## src/rtl/serv_load_ser_pkg.sv

```systemverilog
// Shared constants for the serial load unit: access sizes, FSM states and
// the helper that aligns and extends a bus word before it is shifted out.
package serv_load_ser_pkg;

  typedef enum logic [1:0] {
    SIZE_BYTE = 2'b00,
    SIZE_HALF = 2'b01,
    SIZE_WORD = 2'b10,
    SIZE_RSVD = 2'b11
  } size_t;

  typedef enum logic [1:0] {
    S_IDLE,
    S_BUS,
    S_READY,
    S_SHIFT
  } state_t;

  // Extension is applied once at capture so the shifter only ever fills with zeros.
  function automatic logic [31:0] load_align(input logic [31:0] rdt,
                                             input logic [1:0]  lsb,
                                             input logic [1:0]  size,
                                             input logic        sext);
    logic [31:0] d;
    d = rdt >> {lsb, 3'b000};
    case (size)
      SIZE_BYTE: load_align = {{24{sext & d[7]}}, d[7:0]};
      SIZE_HALF: load_align = {{16{sext & d[15]}}, d[15:0]};
      default:   load_align = d;
    endcase
  endfunction

endpackage

```

## src/rtl/serv_load_ser_if.sv

```systemverilog
// Data bus handshake between the serial load unit and the memory side.
interface serv_load_ser_if;
  logic [31:0] o_dbus_adr;
  logic        o_dbus_cyc;
  logic [31:0] i_dbus_rdt;
  logic        i_dbus_ack;

  modport master (
    output o_dbus_adr,
    output o_dbus_cyc,
    input  i_dbus_rdt,
    input  i_dbus_ack
  );

  modport slave (
    input  o_dbus_adr,
    input  o_dbus_cyc,
    output i_dbus_rdt,
    output i_dbus_ack
  );
endinterface

```

## src/rtl/serv_load_ser.sv

```systemverilog
// Serial load unit: fetches one bus word, aligns/extends it, then streams it
// out LSB first, one bit per enabled cycle, pulsing o_done after 32 bits.
module serv_load_ser
  import serv_load_ser_pkg::*;
#(
  parameter int unsigned W = 1
) (
  input  logic                   i_clk,
  input  logic                   i_rst_n,
  input  logic                   i_req,
  input  logic [31:0]            i_adr,
  input  logic [1:0]             i_size,
  input  logic                   i_signed,
  input  logic                   i_en,
  serv_load_ser_if.master        dbus,
  output logic                   o_rdy,
  output logic [W-1:0]           o_q,
  output logic                   o_done
);

  if (W != 1) begin : g_w_check
    $fatal(1, "serv_load_ser: only W=1 is supported");
  end

  state_t      state;
  logic [31:0] data;
  logic [4:0]  cnt;
  logic [1:0]  lsb;
  logic [1:0]  size;
  logic        sext;
  logic        active;

  assign active = (state == S_READY) || (state == S_SHIFT);
  assign o_q    = {W{active & i_en & data[0]}};

  always_ff @(posedge i_clk or negedge i_rst_n) begin
    if (!i_rst_n) begin
      state           <= S_IDLE;
      dbus.o_dbus_adr <= '0;
      dbus.o_dbus_cyc <= 1'b0;
      lsb             <= '0;
      size            <= '0;
      sext            <= 1'b0;
      data            <= '0;
      cnt             <= '0;
      o_rdy           <= 1'b0;
      o_done          <= 1'b0;
    end else begin
      o_done <= 1'b0;
      case (state)
        S_IDLE: begin
          // The done cycle is already IDLE, so a request there is masked.
          if (i_req && !o_done) begin
            dbus.o_dbus_adr <= {i_adr[31:2], 2'b00};
            lsb             <= i_adr[1:0];
            size            <= i_size;
            sext            <= i_signed;
            dbus.o_dbus_cyc <= 1'b1;
            state           <= S_BUS;
          end
        end
        S_BUS: begin
          if (dbus.i_dbus_ack) begin
            data            <= load_align(dbus.i_dbus_rdt, lsb, size, sext);
            dbus.o_dbus_cyc <= 1'b0;
            o_rdy           <= 1'b1;
            state           <= S_READY;
          end
        end
        S_READY: begin
          if (i_en) begin
            data  <= {1'b0, data[31:1]};
            cnt   <= cnt + 5'd1;
            o_rdy <= 1'b0;
            state <= S_SHIFT;
          end
        end
        S_SHIFT: begin
          if (i_en) begin
            data <= {1'b0, data[31:1]};
            cnt  <= cnt + 5'd1;
            if (cnt == 5'd31) begin
              o_done <= 1'b1;
              state  <= S_IDLE;
            end
          end
        end
        default: state <= S_IDLE;
      endcase
    end
  end

endmodule

```

## src/flat_wrapper.sv

```systemverilog
// flat-port wrapper written by rule: the top's interface ports become plain ports
module serv_load_ser_flat import serv_load_ser_pkg::*;
#(
  parameter int unsigned W = 1
)
  (i_clk, i_rst_n, i_req, i_adr, i_size, i_signed, i_en, o_rdy, o_q, o_done, dbus_o_dbus_adr, dbus_o_dbus_cyc, dbus_i_dbus_rdt, dbus_i_dbus_ack);
  serv_load_ser_if dbus_i ();
  input  logic i_clk;
  input  logic i_rst_n;
  input  logic i_req;
  input  logic [31:0] i_adr;
  input  logic [1:0] i_size;
  input  logic i_signed;
  input  logic i_en;
  output logic o_rdy;
  output logic [W-1:0] o_q;
  output logic o_done;
  output wire logic [$bits(dbus_i.o_dbus_adr)-1:0] dbus_o_dbus_adr;
  output wire logic [$bits(dbus_i.o_dbus_cyc)-1:0] dbus_o_dbus_cyc;
  input wire logic [$bits(dbus_i.i_dbus_rdt)-1:0] dbus_i_dbus_rdt;
  input wire logic [$bits(dbus_i.i_dbus_ack)-1:0] dbus_i_dbus_ack;
  assign dbus_o_dbus_adr = dbus_i.o_dbus_adr;
  assign dbus_o_dbus_cyc = dbus_i.o_dbus_cyc;
  assign dbus_i.i_dbus_rdt = dbus_i_dbus_rdt;
  assign dbus_i.i_dbus_ack = dbus_i_dbus_ack;
  serv_load_ser #(.W(W)) u_core (.i_clk(i_clk), .i_rst_n(i_rst_n), .i_req(i_req), .i_adr(i_adr), .i_size(i_size), .i_signed(i_signed), .i_en(i_en), .dbus(dbus_i), .o_rdy(o_rdy), .o_q(o_q), .o_done(o_done));
endmodule
```

## config.mk

```make
export PLATFORM = sky130hd
export DESIGN_NAME = serv_load_ser_flat
export DESIGN_NICKNAME = d
export VERILOG_FILES = /design/src/rtl/serv_load_ser_pkg.sv /design/src/rtl/serv_load_ser_if.sv /design/src/rtl/serv_load_ser.sv /design/src/flat_wrapper.sv
export SDC_FILE = /design/constraint.sdc
export NUM_CORES = 1
export LEC_CHECK = 0
export BUFFER_PORTS_ARGS = -buffer_cell sky130_fd_sc_hd__buf_2
export CAP_MARGIN = 25
export CORE_MARGIN = 2
export CORE_UTILIZATION = 59
export CTS_BUF_LIST = sky130_fd_sc_hd__clkbuf_8
export CTS_CLUSTER_SIZE = 28
export DETAILED_ROUTE_END_ITERATION = 6
export MAX_ROUTING_LAYER = met4
export PLACE_DENSITY = 0.88
export REMOVE_ABC_BUFFERS = 1
export SLEW_MARGIN = 40
export SYNTH_ARGS = -nofsm -noshare
export SYNTH_HDL_FRONTEND = slang
export SYNTH_SLANG_ARGS = --single-unit
```

## constraint.sdc

```tcl
create_clock -name i_clk -period 2.7 [get_ports i_clk]
set_input_delay 0.27 -clock i_clk [delete_from_list [all_inputs] [get_ports i_clk]]
set_output_delay 0.27 -clock i_clk [all_outputs]
set_load 0.03 [all_outputs]
```

==> flow_summary_export.csv, run 1 <==
group,metric,value,unit
clocking,cts_buffers,9,
global_routing,grt_pass1_vias,3232,
routing,drt_iter0_drc,287,
timing,skew,8.08,ps
cells_and_area,n_fill_cell,474,
global_routing,grt-ovfl-total,0,
critical_path,timing.rr.start,"u_core.state[0]",
min_path,min_to,"u_core.dbus.o_dbus_adr[2]",
synthesis,ys.warnings.count,0,
timing,min_period_over_period,84.2,%
min_path,hold_path.startpoint,"i_adr[2]",
placement,placedCellCount,549,
power_and_ir_drop,p_comb_share,56.5,%
placement,gp_congestion,0.935,
critical_path,worst_ep_required_time,2430,ps
routing,drt-pass1-iter-count,5,
global_routing,gr-usage-all-layers,26.9,%
routing,drc_errors,0,
critical_path,cp.arrival,2000,ps
timing,final-setup-viol-count,0,
clocking,cts_resized,0,
critical_path,crit_fanout,22,
routing,wl_per_cell,16.8,um
critical_path,worstSetupPathType,"flop to output port",
die,coreArea,6720,sq um
min_path,holdPathStages,2,
clocking,clk_latency,360,ps
cells_and_area,seq_area,1930,sq um
timing,fmax,440,MHz
timing,tightest_slew,699,ps
clocking,cts_max_path_buffers,2,
synthesis,synthesis.area,4050,sq um
clocking,cts_setup_buffers,0,
critical_path,end_kind,"output port",
global_routing,grt_start_max_net_pins,78,
synthesis,yosysMostFrequentCell,"dfrtp_1",
timing,period_needed,2270,ps
die,die_w,86.9,um
power_and_ir_drop,irDropWorstVdd,0.935,mV
placement,dp_hpwl,6.79,mm
timing,slew_violations,0,
synthesis,ys_seq_area_share,47.5,%
min_path,holdCritPathClass,"input pin to flop",
die,die_h,86.9,um
die,num_rows,30,
routing,avgViaCountPerCell,5.90,
timing,slew-limit-headroom,53.2,%
power_and_ir_drop,p_sw_share,46.3,%
critical_path,crit_path_start_kind,"flop",
outcome,outcome,"finished, final reports clean",
timing,rsz0062_at_grt,"no",
power_and_ir_drop,power_leakage,2.24,nW
power_and_ir_drop,switchingPower,3.14,mW
synthesis,synthTopCellsByCount,"dfrtp_1, nor2_1, mux2_2, a21oi_1, mux2i_1",
critical_path,reg2reg_depth,6,
synthesis,ys_ff_latch,77,
placement,io_buffers,105,
die,start_util,60.3,%
flow_run,maxCapViolCount,0,
synthesis,yosys.area.top_type,"dfrtp_1",
power_and_ir_drop,p_per_area,1420,nW/um^2
synthesis,syn_inst,383,
die,die_area,7550,sq um
power_and_ir_drop,power_frac_clock,11.6,%
synthesis,synthTopCellsByArea,"dfrtp_1, mux2_2, mux2i_1, nor2_1, a21oi_1",
global_routing,antenna_found_initial,0,
critical_path,reg2reg_to,"u_core.data[10]",
power_and_ir_drop,seq_power_share,31.9,%
power_and_ir_drop,total_power,6.79,mW
synthesis,synthFlopType,"dfrtp_1",
routing,final_antenna_net_count,0,
synthesis,ys_types,41,
cells_and_area,final_layout_size_suffix_gt1_share,38.4,%
critical_path,reg2reg_slack,560,ps
cells_and_area,syn2layout_area_growth,18.1,%
routing,totalWireLength,9.47,mm
timing,setup_slack,427,ps
placement,dp_worst_setup_slack,597,ps
clocking,cts_tree,"yes",
timing,fin_setup_tns,0,ps
cells_and_area,insertedDiodeCount,0,
synthesis,synth.avg_cell_area,10.6,sq um
cells_and_area,multiInputGateArea,1970,sq um
global_routing,grt_pass1_wl,15.2,mm
clocking,path_clk_slew,80,ps
clocking,htreeDepth,3,
synthesis,synth_top_area_share,47.5,%
clocking,holdBufCountCts,1,
routing,num_vias,3335,
synthesis,synth_edf_count,0,
cells_and_area,nets,560,
die,num_io_pins,108,
clocking,clock-sinks,77,
cells_and_area,stdcell_count,565,
power_and_ir_drop,p_int,3.65,mW
timing,hold_violations,0,
synthesis,ys_async_sr_fraction,100,%
clocking,cts-root-buf,"clkbuf_8",
placement,place_area,4600,sq um
cells_and_area,fin_area,4780,sq um
## state kept, by name (all words and copies together) (netlist names), 2 cells and up
name,count
u_core.cnt,5
u_core.dbus.o_dbus_adr,30
u_core.lsb,2
u_core.data,32
u_core.state,2
u_core.size,2
## layer usage
layer	vias to the layer above	track usage [%]	part of all wire [%]	wire length, um
met1	1595	33.9	42	3950
met2	168	41.7	48	4540
met3	22	6.16	7.7	730
met5	-	-	0	0
met4	0	12.1	2.7	255
li1	1550	-	-	-
## through the flow
| step | hold WS, ps | utilization (%) |
|---|---|---|
| after floorplan | -25.6 | - |
| after global placement | 452 | 68.4 |
| after detailed placement | 344 | 68.5 |
| after CTS | 137 | 71.2 |
| after global routing | 137 | 71.2 |
| final | 141 | 71.2 |
## worst max path at each step
stage               startpoint               to  slack, ps  cells past startpoint
3_3_place_gp   u_core.state[0]  u_core.data[12]        710                      6
4_1_cts        u_core.state[0]              o_q        430                      5
5_1_grt        u_core.state[0]              o_q        360                      5
6_report       u_core.state[0]              o_q        430                      5
2_1_floorplan  u_core.state[0]  u_core.data[10]        130                      6
3_5_place_dp   u_core.state[0]  u_core.data[10]        600                      6
## power groups by stage
stage / sequential, mW / clock [mW] / combinational (mW)
2_1_floorplan: 2.67 / 0 / 2.28
3_3_place_gp: 2.14 / 0 / 3.68
3_5_place_dp: 2.16 / 0 / 3.83
4_1_cts: 2.15 / 0.794 / 3.83
5_1_grt: 2.23 / 0.846 / 4.15
6_report: 2.16 / 0.786 / 3.84
## layout by cell type, fill, tap and decap left out, types with 7 or more instances in the layout
cell type  count
a211oi_1      14
a211oi_2       8
a21oi_1       33
buf_2        104
buf_4          7
clkbuf_8      10
dfrtp_1       77
ha_1           7
mux2_2        45
mux2i_1       24
nand2_1       18
nor2_1        56
nor3_1        17
o211ai_1       7
o22ai_1        7
## kinds of logic (layout without fill, tap and decap cells)
| kind of cell | count (synthesis) | count (layout) | synth area share, % |
|---|---|---|---|
| muxes | 70 | 70 | 19.0 |
| AOI/OAI and AO/OA | 78 | 78 | 13.6 |
| buffers and inverters | 33 | 134 | 4.04 |
| and+or+nand+nor | 114 | 114 | 13.0 |
| adders and majority gates | 7 | 7 | 2.16 |
| xor gates and xnor gates | 3 | 3 | 0.648 |
| other | 1 | 2 | 0.0925 |
| DFF | 77 | 77 | 47.5 |
## critical path, stage by stage, from the launching register on
cell and delay, ps:
dfrtp_1 380, inv_1 100, ha_1 260, or2_2 490, and3_1 250, buf_2 170
## final cells by class
type                       count  area share, %
clock buffer                  10           2.88
clock inverter                 5          0.785
inverter                       6          0.471
multi-input combinational    274           41.1
sequential                    77           40.3
tap                           80           2.09
timing repair buffer         113           12.4
(Power assumes the default switching activity.)
==> run 2: changes to the inputs <==
--- a/config.mk
+++ b/config.mk
@@ -8,12 +8,12 @@
 export BUFFER_PORTS_ARGS = -buffer_cell sky130_fd_sc_hd__buf_2
 export CAP_MARGIN = 25
 export CORE_MARGIN = 2
-export CORE_UTILIZATION = 59
+export CORE_UTILIZATION = 55
 export CTS_BUF_LIST = sky130_fd_sc_hd__clkbuf_8
 export CTS_CLUSTER_SIZE = 28
 export DETAILED_ROUTE_END_ITERATION = 6
 export MAX_ROUTING_LAYER = met4
-export PLACE_DENSITY = 0.88
+export PLACE_DENSITY = 0.83
 export REMOVE_ABC_BUFFERS = 1
 export SLEW_MARGIN = 40
 export SYNTH_ARGS = -nofsm -noshare
==> constraint.sdc (replaced) <==
create_clock -name i_clk -period 2.2 [get_ports i_clk]
set_input_delay 0.22 -clock i_clk [delete_from_list [all_inputs] [get_ports i_clk]]
set_output_delay 0.22 -clock i_clk [all_outputs]
set_load 0.03 [all_outputs]
==> run 2 against run 1 <==
Design area is 3.2% higher. Register-to-register slack worse by 240 ps. Power is 29% higher. Critical path depth stayed put. Die area is 6.9% higher. Hold slack worse by 40 ps. Clock-buffer cell count is 1 lower. Core utilization is 2.4 points lower. Final cell count is 3.9% higher.
==> flow_summary_export.csv, run 2 (same netlist as run 1, synthesis figures left out) <==
group,metric,value,unit
outcome,outcome,"finished, final reports clean",
cells_and_area,multiInputGateArea,1970,sq um
critical_path,worst_ep_required_time,1980,ps
clocking,cts_max_path_buffers,2,
timing,fmax,490,MHz
clocking,cts_setup_buffers,0,
cells_and_area,largestRegisters,"u_core.data: 32 flops, u_core.dbus.o_dbus_adr: 30 flops, u_core.cnt: 5 flops",
placement,gp_congestion,0.947,
clocking,htreeDepth,3,
cells_and_area,final_common_cell,"buf_2",
timing,slew_violations,0,
clocking,cts_tree,"yes",
placement,io_buffers,105,
timing,hold_violations,0,
critical_path,cp.arrival,1820,ps
clocking,clock-sinks,77,
die,num_io_pins,108,
clocking,cts-root-buf,"clkbuf_8",
global_routing,grt_start_max_net_pins,48,
routing,drt-pass1-iter-count,4,
global_routing,grt-ovfl-total,0,
cells_and_area,n_fill_cell,550,
die,start_util,56.5,%
global_routing,gr-usage-all-layers,25.7,%
power_and_ir_drop,irDropWorstVdd,0.908,mV
clocking,path_clk_slew,80,ps
die,coreArea,7180,sq um
die,num_rows,31,
cells_and_area,final_layout_size_suffix_gt1_share,38.7,%
timing,period_needed,2040,ps
global_routing,grt_pass1_vias,3328,
cells_and_area,max_flop_register,"u_core.data",
routing,totalWireLength,9.51,mm
timing,hold_slack,101,ps
die,die_h,89.8,um
cells_and_area,syn2layout_area_growth,21.9,%
die,die_w,89.8,um
clocking,clk_latency,340,ps
cells_and_area,seq_area,1930,sq um
flow_run,maxCapViolCount,0,
routing,final_antenna_net_count,0,
cells_and_area,insertedDiodeCount,0,
routing,drc_errors,0,
timing,slew-limit-headroom,57.9,%
clocking,cts_buffers,9,
timing,rsz0062_at_grt,"no",
cells_and_area,nets,563,
critical_path,end_kind,"output port",
timing,min_period_over_period,92.8,%
timing,fin_setup_tns,0,ps
power_and_ir_drop,p_per_area,1770,nW/um^2
min_path,holdCritPathClass,"input pin to flop",
routing,wl_per_cell,16.2,um
timing,tightest_slew,632,ps
routing,avgViaCountPerCell,5.65,
die,die_area,8070,sq um
global_routing,grt_pass1_wl,16.3,mm
cells_and_area,largest_register_ffs,32,
critical_path,worstSetupPathType,"flop to output port",
cells_and_area,final_cell_mix,"buf_2, dfrtp_1, nor2_1",
critical_path,crit_path_start_kind,"flop",
timing,skew,4.91,ps
global_routing,antenna_found_initial,0,
routing,num_vias,3314,
routing,drt_iter0_drc,224,
placement,dp_hpwl,6.86,mm
critical_path,crit_fanout,22,
power_and_ir_drop,power_leakage,2.31,nW
timing,final-setup-viol-count,0,
==> run 2: cell count changes in the layout (fill, tap and decap cells not counted), sizes merged <==
cell / change
buf: +3
bufinv: +3
clkbuf: -1
clkinv: -2
clkinvlp: -1
inv: +1
==> run 2: report_power, final <==
part           total [mW]  switching, mW  internal, mW  leakage [nW]
clock network        1.27          0.520         0.749         0.116
logic                4.82           2.83          1.99          1.28
registers            2.65          0.473          2.17         0.907
total                8.73           3.83          4.91          2.31
==> run 2: area by class of cell <==
cell class                 count  share of cell area, %
clock buffer                   9                   2.51
clock inverter                 6                   2.25
inverter                       6                  0.456
multi-input combinational    274                   39.8
sequential                    77                   39.0
tap                           99                   2.51
timing repair buffer         116                   13.4
==> run 2: layer usage <==
layer / vias to the layer above / track usage (%) / routed length (um)
li1: 1559 / - / -
met1: 1594 / 34.4 / 4150
met2: 142 / 38.1 / 4420
met3: 19 / 7.38 / 751
met4: 0 / 8.33 / 192
met5: - / - / 0
==> run 2: worst max-delay path, stage by stage (launching register included) <==
cell,delay [ps]
dfrtp_1,380
inv_1,100
ha_1,260
or2_4,370
and3_1,210
buf_2,170
==> run 2: final timing paths <==
check / start / endpoint / slack (ps) / cells after the start
max: u_core.state[0] / o_q / 160 / 5
min: i_adr[16] / u_core.dbus.o_dbus_adr[16] / 100 / 2
max reg2reg: u_core.lsb[1] / u_core.data[24] / 320 / 5
min reg2reg: u_core.cnt[3] / u_core.cnt[3] / 480 / 1
max in group asynchronous: i_rst_n / u_core.dbus.o_dbus_adr[25] / 1150 / 3
min in group asynchronous: i_rst_n / u_core.data[1] / 440 / 2
==> run 2: timing repair <==
action                     4_1_cts  5_1_grt
resized for setup                1        0
hold buffers                     1        0
setup endpoints to repair        1        0
hold endpoints to repair        46        0
==> run 2: through the flow <==
stage / cells / area, sq um / util (%) / worst slack (ps) / total power [mW]
after global placement: 571 / 4690 / 65.4 / 356 / 7.27
after CTS: 587 / 4940 / 68.8 / 135 / 8.78
after global routing: 587 / 4940 / 68.8 / 56.2 / 9.36
final: 587 / 4940 / 68.8 / 158 / 8.73
after floorplan: 357 / 3920 / - / -372 / 6.08
after detailed placement: 571 / 4690 / 65.4 / 296 / 7.47
==> run 3: changes to the inputs <==
--- a/config.mk
+++ b/config.mk
@@ -8,12 +8,12 @@
 export BUFFER_PORTS_ARGS = -buffer_cell sky130_fd_sc_hd__buf_2
 export CAP_MARGIN = 25
 export CORE_MARGIN = 2
-export CORE_UTILIZATION = 55
+export CORE_UTILIZATION = 45
 export CTS_BUF_LIST = sky130_fd_sc_hd__clkbuf_8
-export CTS_CLUSTER_SIZE = 28
+export CTS_CLUSTER_SIZE = 10
 export DETAILED_ROUTE_END_ITERATION = 6
 export MAX_ROUTING_LAYER = met4
-export PLACE_DENSITY = 0.83
+export PLACE_DENSITY = 0.7
 export REMOVE_ABC_BUFFERS = 1
 export SLEW_MARGIN = 40
 export SYNTH_ARGS = -nofsm -noshare
==> run 3 against run 2 <==
Final cell count increased by 2.2%. Power decreased by 1.5%. Non-clock buffer count is 3 higher. Fmax increased by 2.1%. Core utilization fell by 12 points. Sequential share of layout area up 0.14 points. Clock-buffer cell count increased by 1. Critical endpoint unchanged. Largest cell class unchanged.
==> flow_summary_export.csv, run 3 (same netlist as run 1, synthesis figures left out) <==
group,metric,value,unit
die,start_util,46.5,%
die,coreArea,8720,sq um
global_routing,grt_pass1_wl,16.2,mm
clocking,cts_max_path_buffers,2,
routing,wl_per_cell,16.0,um
min_path,holdCritPathClass,"input pin to flop",
cells_and_area,max_flop_register,"u_core.data",
timing,hold_slack,89.5,ps
cells_and_area,final_util,56.4,%
clocking,cts_setup_buffers,0,
global_routing,grt_pass1_vias,3375,
clocking,clk_latency,360,ps
timing,rsz0062_at_grt,"no",
placement,placedCellCount,583,
timing,slew_violations,0,
cells_and_area,largestRegisters,"u_core.data: 32 flops, u_core.dbus.o_dbus_adr: 30 flops, u_core.cnt: 5 flops",
die,die_h,98.9,um
timing,min_period_over_period,90.9,%
die,die_area,9780,sq um
power_and_ir_drop,p_per_area,1750,nW/um^2
placement,dp_worst_setup_slack,321,ps
cells_and_area,largest_register_ffs,32,
routing,drt-pass1-iter-count,6,
critical_path,end_kind,"output port",
critical_path,worst_ep_required_time,1980,ps
clocking,cts_tree,"yes",
cells_and_area,stdcell_count,600,
clocking,cts_buffers,9,
routing,avgViaCountPerCell,5.41,
routing,final_antenna_net_count,0,
placement,place_area,4700,sq um
cells_and_area,final_common_cell,"buf_2",
routing,drc_errors,0,
cells_and_area,final_cell_mix,"buf_2, dfrtp_1, nor2_1",
cells_and_area,syn2layout_area_growth,21.5,%
cells_and_area,nets,566,
timing,fin_setup_tns,0,ps
clocking,htreeDepth,3,
critical_path,crit_fanout,11,
flow_run,maxCapViolCount,0,
clocking,clock-sinks,77,
routing,totalWireLength,9.60,mm
cells_and_area,fin_area,4920,sq um
timing,skew,9.51,ps
power_and_ir_drop,irDropWorstVdd,0.812,mV
routing,num_vias,3246,
die,die_w,98.9,um
power_and_ir_drop,total_power,8.61,mW
global_routing,gr-usage-all-layers,21.2,%
timing,fmax,500,MHz
global_routing,antenna_found_initial,0,
outcome,outcome,"finished, final reports clean",
timing,hold_violations,0,
timing,setup_slack,201,ps
die,num_io_pins,108,
placement,io_buffers,105,
critical_path,crit_path_start_kind,"flop",
critical_path,cp.arrival,1780,ps
power_and_ir_drop,power_leakage,2.29,nW
timing,slew-limit-headroom,60.1,%
timing,final-setup-viol-count,0,
global_routing,grt_start_max_net_pins,37,
clocking,path_clk_slew,90,ps
placement,gp_congestion,0.916,
routing,drt_iter0_drc,183,
cells_and_area,insertedDiodeCount,0,
timing,tightest_slew,597,ps
cells_and_area,final_layout_size_suffix_gt1_share,39.2,%
placement,dp_hpwl,6.95,mm
timing,period_needed,2000,ps
clocking,cts-root-buf,"clkbuf_8",
global_routing,grt-ovfl-total,0,
critical_path,worstSetupPathType,"flop to output port",
die,num_rows,34,
==> run 3: repair_timing <==
item / CTS / global route
hold buffers: 1 / 0
hold endpoints to repair: 33 / 0
setup endpoints to repair: 0 / 1
resized for setup: 0 / 1
==> run 3: path summary, 6_finish.rpt <==
path | startpoint | endpoint | slack (ps) | cells after the start
max | u_core.state[0] | o_q | 200 | 5
min in group asynchronous | i_rst_n | u_core.data[3] | 350 | 2
max reg2reg | u_core.state[0] | u_core.data[15] | 370 | 7
min | i_adr[14] | u_core.dbus.o_dbus_adr[14] | 90 | 2
min reg2reg | u_core.cnt[3] | u_core.cnt[3] | 470 | 1
max in group asynchronous | i_rst_n | u_core.o_done | 1250 | 3
==> run 3: report_power, final <==
part / internal, mW / switching [mW] / leakage, nW
clock: 0.563 / 0.553 / 0.0991
combinational: 1.98 / 2.86 / 1.29
sequential: 2.17 / 0.480 / 0.907
==> run 3: cell type report <==
class,instances,area [sq um]
Clock inverter,6,71.3
Multi-Input combinational cell,274,1970
Clock buffer,10,138
Sequential cell,77,1930
Tap cell,108,135
Inverter,6,22.5
Timing Repair Buffer,119,661
Fill cell,762,3800
==> run 3: worst max-delay path: stages (launching register included) <==
cell and delay (ps):
dfrtp_1 390, inv_1 100, ha_1 260, or2_4 320
and3_1 200, buf_2 170
==> run 3: layer usage <==
layer	vias to the layer above	part of all wire (%)	GRT usage [%]
met5	-	0	-
met3	7	7.4	5.39
met2	123	45	31.2
li1	1563	-	-
met4	0	0.83	4.95
met1	1553	47	29.7
